--- config.mk ---
export PLATFORM = sky130hd
export DESIGN_NAME = pipe_stage_reg
export DESIGN_NICKNAME = d
export VERILOG_FILES = /design/src/rtl/pipe_stage_reg.sv
export SDC_FILE = /design/constraint.sdc
export NUM_CORES = 1
export LEC_CHECK = 0
export ABC_AREA = 1
export CAP_MARGIN = 20
export CORE_AREA = 8 8 218 220
export CTS_CLUSTER_DIAMETER = 80
export DETAILED_ROUTE_END_ITERATION = 12
export DIE_AREA = 0 0 226 228
export HOLD_SLACK_MARGIN = 0.02
export MAX_ROUTING_LAYER = met4
export PLACE_DENSITY = 0.77
export SETUP_SLACK_MARGIN = 0.15
export SLEW_MARGIN = 20
export SYNTH_ARGS = -nofsm -noshare
export SYNTH_HDL_FRONTEND = slang
export SYNTH_SLANG_ARGS = --single-unit
--- constraint.sdc ---
create_clock -name clk -period 1.6 [get_ports clk]
set_input_delay 0.32 -clock clk [delete_from_list [all_inputs] [get_ports clk]]
set_output_delay 0.32 -clock clk [all_outputs]
set_load 0.02 [all_outputs]
--- src/rtl/pipe_stage_reg.sv ---
// pipe_stage_reg
//   Inter-stage pipeline register carrying one instruction payload
//   {data, ctrl, rd} between two pipeline stages.
//   - valid/ready handshake backed by a 2-entry skid buffer (main + skid).
//     in_ready is decoded from the registered state only, so there is no
//     combinational path from out_ready or in_valid to in_ready.
//   - synchronous flush squashes all held entries into bubbles.
//   - saturating stall / bubble performance counters with synchronous clear.
//
// Ports
//   clk        in   clock, rising edge
//   reset      in   asynchronous, active-low reset
//   in_valid   in   upstream has an instruction
//   in_ready   out  stage can accept (EMPTY or ONE)
//   in_data    in   [DATA_W] upstream payload
//   in_ctrl    in   [CTRL_W] upstream control bits (all-zero = no-op)
//   in_rd      in   [RD_W]   upstream destination register
//   flush      in   synchronous squash of all held entries
//   out_valid  out  head entry present
//   out_ready  in   downstream consumes the head this cycle
//   out_data   out  [DATA_W] head payload
//   out_ctrl   out  [CTRL_W] head control, 0 when out_valid==0
//   out_rd     out  [RD_W]   head destination register
//   clr_cnt    in   synchronous clear of both counters (wins over increment)
//   stall_cnt  out  [CNT_W]  cycles with out_valid && !out_ready
//   bubble_cnt out  [CNT_W]  cycles with out_valid==0

module pipe_stage_reg #(
    parameter int DATA_W = 192,
    parameter int CTRL_W = 16,
    parameter int RD_W   = 5,
    parameter int CNT_W  = 16
) (
    input  logic              clk,
    input  logic              reset,
    input  logic              in_valid,
    output logic              in_ready,
    input  logic [DATA_W-1:0] in_data,
    input  logic [CTRL_W-1:0] in_ctrl,
    input  logic [RD_W-1:0]   in_rd,
    input  logic              flush,
    output logic              out_valid,
    input  logic              out_ready,
    output logic [DATA_W-1:0] out_data,
    output logic [CTRL_W-1:0] out_ctrl,
    output logic [RD_W-1:0]   out_rd,
    input  logic              clr_cnt,
    output logic [CNT_W-1:0]  stall_cnt,
    output logic [CNT_W-1:0]  bubble_cnt
);

    typedef enum logic [1:0] {
        EMPTY = 2'd0,
        ONE   = 2'd1,
        FULL  = 2'd2
    } state_t;

    state_t            r_state;
    state_t            w_state_nxt;

    logic [DATA_W-1:0] r_main_data;
    logic [CTRL_W-1:0] r_main_ctrl;
    logic [RD_W-1:0]   r_main_rd;
    logic [DATA_W-1:0] r_skid_data;
    logic [CTRL_W-1:0] r_skid_ctrl;
    logic [RD_W-1:0]   r_skid_rd;

    logic [CNT_W-1:0]  r_stall_cnt;
    logic [CNT_W-1:0]  r_bubble_cnt;

    logic              w_in_ready;
    logic              w_out_valid;
    logic              w_acc;
    logic              w_pop;
    logic              w_load_main_in;
    logic              w_load_main_skid;
    logic              w_load_skid_in;

    // Increment that holds at the all-ones value.
    function automatic logic [CNT_W-1:0] sat_inc(input logic [CNT_W-1:0] v);
        if (v == {CNT_W{1'b1}}) begin
            return v;
        end
        return v + 1'b1;
    endfunction

    assign w_in_ready  = (r_state != FULL);
    assign w_out_valid = (r_state != EMPTY);
    assign w_acc       = in_valid && w_in_ready;
    assign w_pop       = w_out_valid && out_ready;

    // State register
    always_ff @(posedge clk or negedge reset) begin
        if (!reset) begin
            r_state <= EMPTY;
        end else begin
            r_state <= w_state_nxt;
        end
    end

    // Next-state and entry load decode
    always_comb begin
        w_state_nxt      = r_state;
        w_load_main_in   = 1'b0;
        w_load_main_skid = 1'b0;
        w_load_skid_in   = 1'b0;
        if (flush) begin
            // Input of this cycle is dropped; a pop still counts as consumed.
            w_state_nxt = EMPTY;
        end else begin
            case (r_state)
                EMPTY: begin
                    if (w_acc) begin
                        w_state_nxt    = ONE;
                        w_load_main_in = 1'b1;
                    end
                end
                ONE: begin
                    if (w_pop && w_acc) begin
                        w_load_main_in = 1'b1;
                    end else if (w_pop) begin
                        w_state_nxt = EMPTY;
                    end else if (w_acc) begin
                        w_state_nxt    = FULL;
                        w_load_skid_in = 1'b1;
                    end
                end
                FULL: begin
                    if (w_pop) begin
                        w_state_nxt      = ONE;
                        w_load_main_skid = 1'b1;
                    end
                end
                default: begin
                    w_state_nxt = EMPTY;
                end
            endcase
        end
    end

    // Entry storage; flush only zeroes ctrl so squashed entries become no-ops.
    always_ff @(posedge clk or negedge reset) begin
        if (!reset) begin
            r_main_data <= '0;
            r_main_ctrl <= '0;
            r_main_rd   <= '0;
            r_skid_data <= '0;
            r_skid_ctrl <= '0;
            r_skid_rd   <= '0;
        end else if (flush) begin
            r_main_ctrl <= '0;
            r_skid_ctrl <= '0;
        end else begin
            if (w_load_main_in) begin
                r_main_data <= in_data;
                r_main_ctrl <= in_ctrl;
                r_main_rd   <= in_rd;
            end else if (w_load_main_skid) begin
                r_main_data <= r_skid_data;
                r_main_ctrl <= r_skid_ctrl;
                r_main_rd   <= r_skid_rd;
            end
            if (w_load_skid_in) begin
                r_skid_data <= in_data;
                r_skid_ctrl <= in_ctrl;
                r_skid_rd   <= in_rd;
            end
        end
    end

    // Performance counters, qualified on the pre-update (pre-flush) state.
    always_ff @(posedge clk or negedge reset) begin
        if (!reset) begin
            r_stall_cnt  <= '0;
            r_bubble_cnt <= '0;
        end else if (clr_cnt) begin
            r_stall_cnt  <= '0;
            r_bubble_cnt <= '0;
        end else begin
            if (w_out_valid && !out_ready) begin
                r_stall_cnt <= sat_inc(r_stall_cnt);
            end
            if (!w_out_valid) begin
                r_bubble_cnt <= sat_inc(r_bubble_cnt);
            end
        end
    end

    assign in_ready   = w_in_ready;
    assign out_valid  = w_out_valid;
    assign out_data   = r_main_data;
    assign out_ctrl   = w_out_valid ? r_main_ctrl : '0;
    assign out_rd     = r_main_rd;
    assign stall_cnt  = r_stall_cnt;
    assign bubble_cnt = r_bubble_cnt;

endmodule

==> run_summary.xml <==
<?xml version="1.0" encoding="UTF-8"?>
<metrics>
  <group name="route">
    <metric name="detail-route-antenna-nets" unit="">0</metric>
    <metric name="via_total_after_detailed_routing" unit="">19053</metric>
    <metric name="avgRoutedWirePerCell" unit="um">19.8</metric>
    <metric name="post_drt_via_cell_ratio" unit="">5.50</metric>
    <metric name="top_layer_used" unit="">met4</metric>
    <metric name="drcViolationCount" unit="">0</metric>
    <metric name="met1Wirelength" unit="um">26200</metric>
    <metric name="wl_met2" unit="um">33600</metric>
    <metric name="first_iter_violations" unit="">2127</metric>
    <metric name="met3_wirelength" unit="um">5790</metric>
    <metric name="wirelength" unit="um">68400</metric>
    <metric name="drtPass1Iterations" unit="">6</metric>
  </group>
  <group name="timing">
    <metric name="tightest_slew" unit="ns">0.495</metric>
    <metric name="clock.fmax" unit="MHz">546</metric>
    <metric name="report.final.setup_viol" unit="">391</metric>
    <metric name="final_critical_path_time_including_i_o_delays_and_setup" unit="ns">1.83</metric>
    <metric name="worst_slack" unit="ns">-0.232</metric>
    <metric name="timing.final.crit_share" unit="">1.15</metric>
    <metric name="clock_skew" unit="ns">0.0118</metric>
    <metric name="final_hold_violating_endpoints" unit="">0</metric>
    <metric name="slew_headroom" unit="">0.670</metric>
    <metric name="fin_worst_hold_slack" unit="ns">0.223</metric>
    <metric name="report.final.slew_viol_count" unit="">0</metric>
    <metric name="setup-tns-final" unit="ns">-23.55</metric>
    <metric name="rsz_0062_raised_after_global_routing" unit="">true</metric>
  </group>
  <group name="worst_hold_path">
    <metric name="worstHoldPathType" unit="">in2async</metric>
  </group>
  <group name="layout">
    <metric name="post_layout_cell_count" unit="">3465</metric>
    <metric name="num-nets-final" unit="">3057</metric>
    <metric name="final_layout_size_suffix_gt1_frac" unit="">0.243</metric>
    <metric name="finalCoreUtilization" unit="">0.684</metric>
    <metric name="final_common_cell" unit="">sky130_fd_sc_hd__dfrtp_1</metric>
    <metric name="layout_common_cells" unit="">440 x sky130_fd_sc_hd__dfrtp_1, 404 x sky130_fd_sc_hd__inv_1, 318 x sky130_fd_sc_hd__nand2_1, 234 x sky130_fd_sc_hd__buf_6, 228 x sky130_fd_sc_hd__nand3_1</metric>
    <metric name="area_delta_synth_final" unit="%">49.4</metric>
  </group>
  <group name="pwr">
    <metric name="fin_total_pwr" unit="mW">39.2</metric>
    <metric name="p_clk_frac" unit="">0.301</metric>
    <metric name="powerDensity" unit="mW/mm^2">1310</metric>
    <metric name="static-leakage-power" unit="nW">14.5</metric>
    <metric name="net-switching-power" unit="mW">12.3</metric>
    <metric name="peak_supply_drop" unit="uV">895</metric>
    <metric name="switching_share" unit="">0.313</metric>
    <metric name="seq_power_share" unit="">0.419</metric>
    <metric name="internal_power" unit="mW">26.9</metric>
    <metric name="power.combinational.fraction" unit="">0.280</metric>
  </group>
  <group name="outcome">
    <metric name="status" unit="">finished with violations</metric>
    <metric name="failed_checks" unit="">negative setup slack</metric>
  </group>
  <group name="yosys">
    <metric name="post_synth_inst_count" unit="">2211</metric>
    <metric name="syn-mean-instance-area" unit="um^2">9.08</metric>
    <metric name="ys_seq_area_frac" unit="">0.573</metric>
    <metric name="netlist-cell-type-count" unit="">31</metric>
    <metric name="synth.yosys.warnings" unit="">0</metric>
    <metric name="synth_area" unit="mm^2">0.0201</metric>
    <metric name="mappedNetlistNets" unit="">2432</metric>
    <metric name="seq_cells_post_synth" unit="">460</metric>
  </group>
  <group name="cts">
    <metric name="cts_max_path_buffers" unit="">3</metric>
    <metric name="tritoncts_num_sinks" unit="">460</metric>
    <metric name="tritoncts" unit="">done</metric>
    <metric name="numCtsBuffers" unit="">48</metric>
    <metric name="clk_pin_slew" unit="ns">0.06</metric>
    <metric name="clockRootBuffer" unit="">sky130_fd_sc_hd__clkbuf_16</metric>
    <metric name="clock_latency_on_the_worst_skew_pair" unit="ns">0.57</metric>
    <metric name="cts_max_level" unit="">2</metric>
  </group>
  <group name="die">
    <metric name="floorplan.initialDensity" unit="">0.458</metric>
    <metric name="core-area" unit="mm^2">0.0438</metric>
    <metric name="num_io_pins" unit="">466</metric>
    <metric name="floorplan.die.width" unit="um">226</metric>
    <metric name="floorplan.die_area" unit="mm^2">0.0515</metric>
    <metric name="rows" unit="">77</metric>
    <metric name="dieHeight" unit="um">228</metric>
  </group>
  <group name="global_route">
    <metric name="global_route_wire_length_before_repair" unit="um">103000</metric>
    <metric name="grt_start_max_net_pins" unit="">86</metric>
    <metric name="number_of_global_route_vias_before_repair" unit="">19354</metric>
    <metric name="grt_antenna_before_repair" unit="">5</metric>
    <metric name="globalRoute.totalOverflow" unit="">0</metric>
    <metric name="global_route.usage.total" unit="">0.252</metric>
  </group>
  <group name="worst_setup_path">
    <metric name="cp_top_family" unit="">flip-flops</metric>
    <metric name="critical_path_buf_inv_count" unit="">2</metric>
    <metric name="cp_max_fo" unit="">13</metric>
    <metric name="critPathArrivalTime" unit="ns">1.51</metric>
    <metric name="kind_of_start_point_of_the_critical_path" unit="">flop</metric>
    <metric name="critical_path.max_stage_delay" unit="ns">0.44</metric>
    <metric name="cell_chain_critical_path" unit="">nor2_8 &gt; buf_12 &gt; nor2_1 &gt; buf_4</metric>
    <metric name="crit_slowest_cell" unit="">sky130_fd_sc_hd__dfrtp_2</metric>
    <metric name="worstSetupPathType" unit="">reg2out</metric>
    <metric name="critPathCaptureType" unit="">primary output</metric>
    <metric name="cp.required" unit="ns">1.28</metric>
  </group>
  <group name="place">
    <metric name="portBuffers" unit="">465</metric>
    <metric name="placedCellCount" unit="">3246</metric>
    <metric name="dp_hpwl" unit="um">43200</metric>
    <metric name="gp_routability_congestion" unit="">0.889</metric>
  </group>
  <group name="job">
    <metric name="cap_violations" unit="">0</metric>
  </group>
</metrics>
## power by group through the flow
stage | clock [mW] | sequential [mW] | combinational (mW)
global placement | 0 | 16.1 | 9.07
detailed placement | 0 | 16.2 | 9.46
CTS | 11.9 | 16.2 | 10.5
global route | 12.4 | 16.7 | 11.8
finish | 11.8 | 16.4 | 11.0
floorplan | 0 | 17.2 | 3.62
## registers in the layout, indices dropped and copies added (netlist names)
name / count
out_data: 192
r_skid_data: 192
bubble_cnt: 16
r_main_ctrl: 16
r_skid_ctrl: 16
stall_cnt: 16
out_rd: 5
r_skid_rd: 5
r_state: 2
## worst register-to-register path: stages (launching register included)
cell and delay [ns]:
sky130_fd_sc_hd__dfrtp_2 0.45, sky130_fd_sc_hd__buf_6 0.15, sky130_fd_sc_hd__inv_4 0.06, sky130_fd_sc_hd__nand2_4 0.05
sky130_fd_sc_hd__inv_4 0.07, sky130_fd_sc_hd__buf_6 0.10, sky130_fd_sc_hd__nand4_4 0.14, sky130_fd_sc_hd__buf_12 0.21
sky130_fd_sc_hd__buf_12 0.19, sky130_fd_sc_hd__o21ai_0 0.26
## cells by family (layout without fill, tap and decap cells)
kind of cell	after synthesis	after routing	share of synthesized area
AND/OR/NAND/NOR	712	715	0.154
flip-flops	460	460	0.573
AO/OA/AOI/OAI	477	477	0.154
other	0	5	0
buffers and inverters	553	1207	0.114
adder cells (fa/ha/maj)	2	2	0.00125
XOR/XNOR	7	7	0.00305
## cells in the mapped netlist
cell / n / area share
sky130_fd_sc_hd__inv_2: 3 / 0.00056
sky130_fd_sc_hd__o211ai_1: 70 / 0.026
sky130_fd_sc_hd__inv_1: 404 / 0.076
sky130_fd_sc_hd__nand2_2: 3 / 0.00093
sky130_fd_sc_hd__o21bai_1: 5 / 0.0019
sky130_fd_sc_hd__o221ai_1: 128 / 0.056
sky130_fd_sc_hd__nand3_1: 236 / 0.059
sky130_fd_sc_hd__dfrtp_1: 460 / 0.57
sky130_fd_sc_hd__nand4_2: 1 / 0.00062
sky130_fd_sc_hd__nor2_4: 3 / 0.0017
sky130_fd_sc_hd__nor2_8: 1 / 0.0010
sky130_fd_sc_hd__a21oi_1: 69 / 0.017
sky130_fd_sc_hd__nand3_4: 1 / 0.00087
sky130_fd_sc_hd__or2_2: 3 / 0.00093
sky130_fd_sc_hd__nor3_1: 2 / 0.00050
sky130_fd_sc_hd__buf_6: 2 / 0.0011
sky130_fd_sc_hd__buf_4: 23 / 0.0086
sky130_fd_sc_hd__nand4_1: 10 / 0.0031
sky130_fd_sc_hd__o21ai_1: 4 / 0.0010
sky130_fd_sc_hd__o22ai_1: 32 / 0.010
sky130_fd_sc_hd__xor2_1: 7 / 0.0031
sky130_fd_sc_hd__nand2_1: 323 / 0.060
sky130_fd_sc_hd__ha_1: 2 / 0.0012
sky130_fd_sc_hd__nor2_1: 125 / 0.023
sky130_fd_sc_hd__buf_2: 97 / 0.024
sky130_fd_sc_hd__o21ai_0: 168 / 0.042
sky130_fd_sc_hd__buf_1: 2 / 0.00037
sky130_fd_sc_hd__nand3b_1: 2 / 0.00075
sky130_fd_sc_hd__clkbuf_1: 22 / 0.0041
sky130_fd_sc_hd__nor2_2: 2 / 0.00062
sky130_fd_sc_hd__o41ai_1: 1 / 0.00044
## worst paths after layout
path	startpoint	end	slack, ns	depth (start not counted)
setup / recovery	r_state[0]$_DFFE_PN0P_	out_ctrl[10]	-0.23	4
hold / removal	reset	r_skid_data[23]$_DFFE_PN0P_	0.22	2
setup reg to reg	r_state[1]$_DFFE_PN0P_	r_skid_data[89]$_DFFE_PN0P_	-0.19	9
hold reg to reg	r_skid_data[16]$_DFFE_PN0P_	r_skid_data[16]$_DFFE_PN0P_	0.48	2
max in group asynchronous	reset	r_skid_data[92]$_DFFE_PN0P_	0.59	4
min in group clk	in_data[16]	r_skid_data[16]$_DFFE_PN0P_	0.34	3
## per-stage QoR
step | worst slack [ns] | area, um^2
global route | -0.295 | 30000
finish | -0.232 | 30000
detailed placement | -0.387 | 26300
floorplan | 0.0469 | 20200
CTS | -0.299 | 29400
global placement | -0.302 | 26300
## what timing repair did
| item | CTS | global route |
|---|---|---|
| gates resized for setup | 1511 | 111 |
| setup buffers | 109 | 4 |
| cloned | 9 | 9 |
| pin swaps | 6 | 10 |
| endpoints found under the hold margin | 233 | 0 |
| hold buffers | 1 | 0 |
| setup endpoints to repair | 705 | 669 |
## final cells by class
| type | count | area, um^2 |
|---|---|---|
| inverters | 407 | 1550 |
| clock inverters | 16 | 262 |
| repair buffers | 718 | 7720 |
| well taps | 592 | 741 |
| clock buffers | 66 | 1390 |
| flip-flops and latches | 460 | 11500 |
| diodes | 5 | 12.5 |
| fillers | 2981 | 13800 |
| multi-input cells | 1201 | 6790 |
## layer usage
metal | up-vias | global-route usage
met5 | - | -
met4 | 0 | 0.108
met3 | 227 | 0.0527
met2 | 1013 | 0.412
met1 | 9234 | 0.300
li1 | 8579 | -
(Power assumes the default switching activity.)
